--- config.mk ---
export PLATFORM = sky130hd
export DESIGN_NAME = serial_add_ctrl
export DESIGN_NICKNAME = d
export VERILOG_FILES = /design/src/rtl/serial_add_ctrl.sv
export SDC_FILE = /design/constraint.sdc
export NUM_CORES = 1
export LEC_CHECK = 0
export CAP_MARGIN = 20
export CORE_MARGIN = 5
export CORE_UTILIZATION = 42
export DETAILED_ROUTE_END_ITERATION = 10
export GPL_ROUTABILITY_DRIVEN = 1
export GPL_TIMING_DRIVEN = 0
export HOLD_SLACK_MARGIN = 0.03
export PLACE_DENSITY = 0.72
export SLEW_MARGIN = 20
export SYNTH_ARGS = -nofsm -noshare
export SYNTH_HDL_FRONTEND = slang
export SYNTH_HIERARCHICAL = 1
export SYNTH_SLANG_ARGS = --single-unit
--- constraint.sdc ---
create_clock -name clk -period 1.17 [get_ports clk]
set_input_delay 0.234 -clock clk [delete_from_list [all_inputs] [get_ports clk]]
set_output_delay 0.234 -clock clk [all_outputs]
set_load 0.02 [all_outputs]
--- src/rtl/serial_add_ctrl.sv ---
// Bit-serial adder controller: one shared Full_adder cell, one bit per clock, LSB first.
// Optional subtract mode is enabled by defining SERIAL_SUB_EN (adds the sub input).

module Full_adder (
   input  logic a,
   input  logic b,
   input  logic cin,
   output logic sum,
   output logic cout
);
   assign sum  = a ^ b ^ cin;
   assign cout = (a & b) | (a & cin) | (b & cin);
endmodule

// state | meaning
// IDLE  | waiting for start; operands captured on the accepted start
// RUN   | one operand bit per cycle through the adder cell, busy=1
// DONE  | single-cycle done pulse, result registers updated on entry
module serial_add_ctrl #(
   parameter int WIDTH = 8
) (
   input  logic             clk,
   input  logic             rst,
   input  logic             start,
   input  logic [WIDTH-1:0] a_in,
   input  logic [WIDTH-1:0] b_in,
   input  logic             cin_in,
`ifdef SERIAL_SUB_EN
   input  logic             sub,
`endif
   output logic             busy,
   output logic             done,
   output logic [WIDTH-1:0] sum_out,
   output logic             cout_out
);

   localparam int CW = (WIDTH > 1) ? $clog2(WIDTH) : 1;
   localparam logic [CW-1:0] CNT_LAST = CW'(WIDTH - 1);

   localparam logic [1:0] IDLE = 2'd0;
   localparam logic [1:0] RUN  = 2'd1;
   localparam logic [1:0] DONE = 2'd2;

   logic [1:0]       state;
   logic [WIDTH-1:0] a_sr;
   logic [WIDTH-1:0] b_sr;
   logic [WIDTH-1:0] s_sr;
   logic [WIDTH-1:0] s_next;
   logic             carry;
   logic [CW-1:0]    cnt;
   logic             fa_sum;
   logic             fa_cout;
   logic [WIDTH-1:0] b_load;
   logic             c_load;

   Full_adder u_fa (
      .a    (a_sr[0]),
      .b    (b_sr[0]),
      .cin  (carry),
      .sum  (fa_sum),
      .cout (fa_cout)
   );

   // Subtraction is a + ~b + 1; the final carry then reads as "no borrow".
   always_comb begin
      b_load = b_in;
      c_load = cin_in;
`ifdef SERIAL_SUB_EN
      if (sub) begin
         b_load = ~b_in;
         c_load = 1'b1;
      end
`endif
   end

   generate
      if (WIDTH == 1) begin : g_s_one
         assign s_next = fa_sum;
      end else begin : g_s_multi
         assign s_next = {fa_sum, s_sr[WIDTH-1:1]};
      end
   endgenerate

   always_ff @(posedge clk) begin
      if (rst) begin
         state    <= IDLE;
         a_sr     <= '0;
         b_sr     <= '0;
         s_sr     <= '0;
         carry    <= 1'b0;
         cnt      <= '0;
         sum_out  <= '0;
         cout_out <= 1'b0;
      end else begin
         case (state)
            IDLE: begin
               if (start) begin
                  a_sr  <= a_in;
                  b_sr  <= b_load;
                  carry <= c_load;
                  cnt   <= '0;
                  state <= RUN;
               end
            end
            RUN: begin
               a_sr  <= a_sr >> 1;
               b_sr  <= b_sr >> 1;
               s_sr  <= s_next;
               carry <= fa_cout;
               cnt   <= cnt + 1'b1;
               if (cnt == CNT_LAST) begin
                  sum_out  <= s_next;
                  cout_out <= fa_cout;
                  state    <= DONE;
               end
            end
            DONE:    state <= IDLE;
            default: state <= IDLE;
         endcase
      end
   end

   assign busy = (state == RUN);
   assign done = (state == DONE);

endmodule

# == Word-level counts from Yosys, hierarchy flattened ==
# Cells that the tools add are included.
# Widths: inputs -> output; s select.
# word_totals
regBits,39
in_bits,20
out_inout_bits,11
wordCells,37
# op_classes
addsub,1
n_eq_ne,5
n_mux,11
bitwise_logic,7
n_reduce_logical,5
# op_table
cell,n
$pmux 8 s2,2
$mux 8,2
$pmux 3 s2,1
$reduce_and 2->1,3
$mux 2,2
$pmux 2 s2,1
$add 3x1->3 const B,1
$and 1x1->1,3
$eq 3x3->1 const B,1
$mux 3,1
$eq 2x1->1 const B,1
$eq 2x2->1 const B,1
$logic_not 2->1,1
$ne 2x1->1 const B,1
$ne 2x2->1 const B,1
$or 1x1->1,2
$pmux 1 s2,1
$reduce_bool 2->1,1
$xor 1x1->1,2
$mux 1,1

# == Depth between registers and ports, before layout ==
# depth
depth_word,4
mapped_depth,7
mapped_depth_nobuf,5

# == By module ==
# The synthesis kept the hierarchy.
# modules_own_cells
module,instances,cells_per_inst,area_per_inst_um2,seq_area_each_um2
serial_add_ctrl,1,168,1547.7,760.7
Full_adder,1,1,20.0,0.0

# == Worst setup path after synthesis ==
# OpenSTA, ideal clock, no wires.
# synth_path
kind,register -> register
startpoint,reg cnt[0]
endpoint,reg sum_out[7]
setup_time_ns,0.132
arrival_time_ns,1.162
required_time_ns,1.038
path_slack_ns,-0.124
path_stages_with_launch,7
path_buffers,1
period_less_slack_ns,1.294
path_cell_list,dfxtp_1 > ha_1 > ha_1 > and3b_2 > buf_2 > nand2_1 > a21oi_1
# synth_between
elab_chain_len,2
# synth_rtl
item,line,rtl
start: declaration,50,logic [CW-1:0] cnt;
start signal: assignment,110,cnt <= cnt + 1'b1;
$eq 3x3->1,111,if (cnt == CNT_LAST) begin
$reduce_and 2->1 (no source line),n/a,
end signal: assignment,112,sum_out <= s_next;
end: declaration,33,"output logic [WIDTH-1:0] sum_out,"
# Every way passes these cells.
# A chain may end at the register's enable or synchronous reset.

# == Final worst setup path ==
# layout_path
startpoint,reg state[0]
endpoint,out done
# layout_between
elab_chain_len,1
# layout_rtl
item,line,rtl
start: declaration,44,logic [1:0] state;
start signal: assignment,86,state <= IDLE;
start signal: assignment,102,state <= RUN;
start signal: assignment,114,state <= DONE;
$eq 2x2->1,124,assign done = (state == DONE);
end: declaration,32,"output logic done,"
# Every way passes these cells.

==> metrics <==
status=finished with violations; failing checks=negative setup slack; Hold Crit Class=input port to flop; Die ar.=5050 µm²; fraction of layout cells with a size suffix above 1=0.449; max incr delay on CP=380 ps; Slowest-stage cell, CP=dfxtp_4; largest net degree at the start of global routing=14; CTS Hold Bufs=0; Post-Layout Cell Count=262; Layout area overhead=53.1%; row count=22; global-route wire length before repair=6380 µm; min Tclk post-route=1250 ps; H-tree depth=2; Peak VDD IR=873 µV; Mapped Area=1570 µm²; clock sink count=38; # setup viols final=15; Power Dens Cells=1330 nW/µm²; Critical Path AT=1020 ps; Worst Skew=5.00 ps; 1st-pass router iterations=4; unrepaired setup endpoints after global routing=yes; Syn Nets=192; Placed Instances=246; Final Hold Fails=0; type of the worst setup path=flop to output port; register area=773 µm²; pre-CTS setup slack=-499 ps; vias in the first global route=1,380; HPWL Detailed=2440 µm; Worst Slack Setup Final=-82.5 ps; post-route clock period utilization=1.07; Yosys reg bits=38; Worst setup EP type=output port; CTS buffer count=5; number of fill cells in the layout=280; commonest non-fill, non-tap cell in the layout=dfxtp_1; initial core utilization=0.431; global-route usage over all layers=0.160; fin area=2400 µm²; Yosys top cell area share=0.485; PortBufs=29; DR iter-0 viols=44; GR Overflow Total=0; Synth area leader=dfxtp_1; register area share after synthesis=0.485; Final ANT Viol Nets=0; Synth area leaders=dfxtp_1 (49%), mux2i_1 (10%), nand2_1 (7.7%), a211oi_1 (7.2%), a21oi_1 (5.1%); Die Y=71.1 µm; slew margin rel.=0.533; Root Driver=clkbuf_8; initial antenna violation count=0; YS warnings=6; Core Box Area=3630 µm²; diodes inserted=0; CTS tree=yes; Post-DP Area=1950 µm²; CTS clk-pin slew, worst paths=80 ps; multi-input logic area=946 µm²; max-cap viol count=0; via count=1,371; DR WL/cell=15.4 µm; Avg Vias per Cell=5.23; static leakage=0.896 nW; cells after synthesis=169; Worst setup SP type=flop; Die W=71.1 µm; CP Max Fanout=6; worst path cell trace=buf_8 > nor2b_4 > buf_6; FMAX=0.798 GHz; DRC=0; final WL=4040 µm; clock tree buffer depth=2; Worst EP required=940 ps; Clock Latency Late Sink=290 ps; # IOs=31; actual slew at the worst max-slew pin=700 ps; mean post-synth cell area=9.28 µm²; Synth cell types=25; Final nets=236; Slew Viols, Final=0; most frequent cells in the layout=dfxtp_1 (32), nand2_1 (23), clkdlybuf4s50_1 (17), nor2_1 (15), mux2i_1 (14); GP Congestion=0.788
[through the flow]
stage | setup TNS [ps] | power [W] | hold WS (ps) | util
3_3_place_gp | -6200 | 0.00174 | 444 | 0.537
3_5_place_dp | -7200 | 0.00175 | 450 | 0.537
4_1_cts | -196 | 0.00316 | 271 | 0.628
6_report | -419 | 0.00320 | 296 | 0.660
5_1_grt | -1460 | 0.00330 | 302 | 0.660
2_1_floorplan | -8.66 | 0.00163 | 382 | -
[cell usage after synthesis]
| cell type | instances |
|---|---|
| inv_4 | 1 |
| o21bai_2 | 1 |
| o21ba_4 | 1 |
| nor2b_1 | 1 |
| buf_2 | 4 |
| fa_1 | 1 |
| inv_1 | 1 |
| dfxtp_1 | 38 |
| buf_4 | 4 |
| buf_1 | 1 |
| nand2b_1 | 1 |
| ha_1 | 2 |
| nor3_1 | 1 |
| mux2i_1 | 16 |
| nand2_1 | 32 |
| nor2_1 | 21 |
| and3b_2 | 1 |
| a211oi_2 | 1 |
| clkbuf_1 | 2 |
| a22oi_1 | 4 |
| nor3b_1 | 1 |
| a21oi_1 | 16 |
| a211oi_1 | 15 |
| buf_6 | 2 |
| nand3b_2 | 1 |
[kinds of logic after synthesis]
kind of cell,Yosys count,synth area share
and+or+nand+nor,59,0.156
AOI/OAI and AO/OA,38,0.168
buffers and inverters,15,0.0599
muxes,16,0.102
adders and majority gates,3,0.0287
DFF,38,0.485
[state kept, by name, indices dropped and copies added (netlist names)]
register and cells:
a_sr 8, cnt 3, state 2, cout_out 1
b_sr 8, s_sr 7, sum_out 8, carry 1
[metal layers]
metal / vias up / share of wire / global-route usage
met1: 669 / 0.42 / 0.181
li1: 672 / - / -
met2: 23 / 0.53 / 0.289
met4: 0 / 0.016 / 0.0689
met5: - / 0 / 0
met3: 7 / 0.035 / 0.0327
[what timing repair did]
| item | in CTS | in global routing |
|---|---|---|
| setup endpoints to repair | 38 | 35 |
| buffers inserted | 7 | 3 |
| pin swaps | 20 | 12 |
| cloned | 3 | 0 |
| resized for setup | 69 | 44 |
[critical path, delay by kind of cell, from the launching register on]
| family | cells | cell delay, ps |
|---|---|---|
| flip-flops | 1 | 380 |
| buffers and inverters | 2 | 250 |
| AND/OR/NAND/NOR | 1 | 100 |
[final cells by class]
type	instances	area share
clock buffer	5	0.0287
tap	48	0.0250
timing repair buffer	40	0.163
inverter	2	0.00626
clock inverter	3	0.0287
buffer	9	0.0318
sequential	38	0.322
multi-input combinational	117	0.394
[worst paths after layout]
kind	slack [ps]	endpoint	cells past startpoint	from
worst min register to register	470	sum_out[2]	2	sum_out[2]
worst max-delay path	-80	done	3	state[0]
worst min-delay path	300	b_sr[6]	2	rst
worst max register to register	-50	sum_out[7]	5	cnt[1]
[report_power, final]
part | switching [W] | leakage [nW] | internal [W]
combinational | 0.000218 | 0.514 | 0.000233
sequential | 0.0000489 | 0.314 | 0.00135
clock | 0.000487 | 0.0683 | 0.000854
total | 0.000755 | 0.896 | 0.00244
Note: power is estimated with default switching activity, not from simulation.
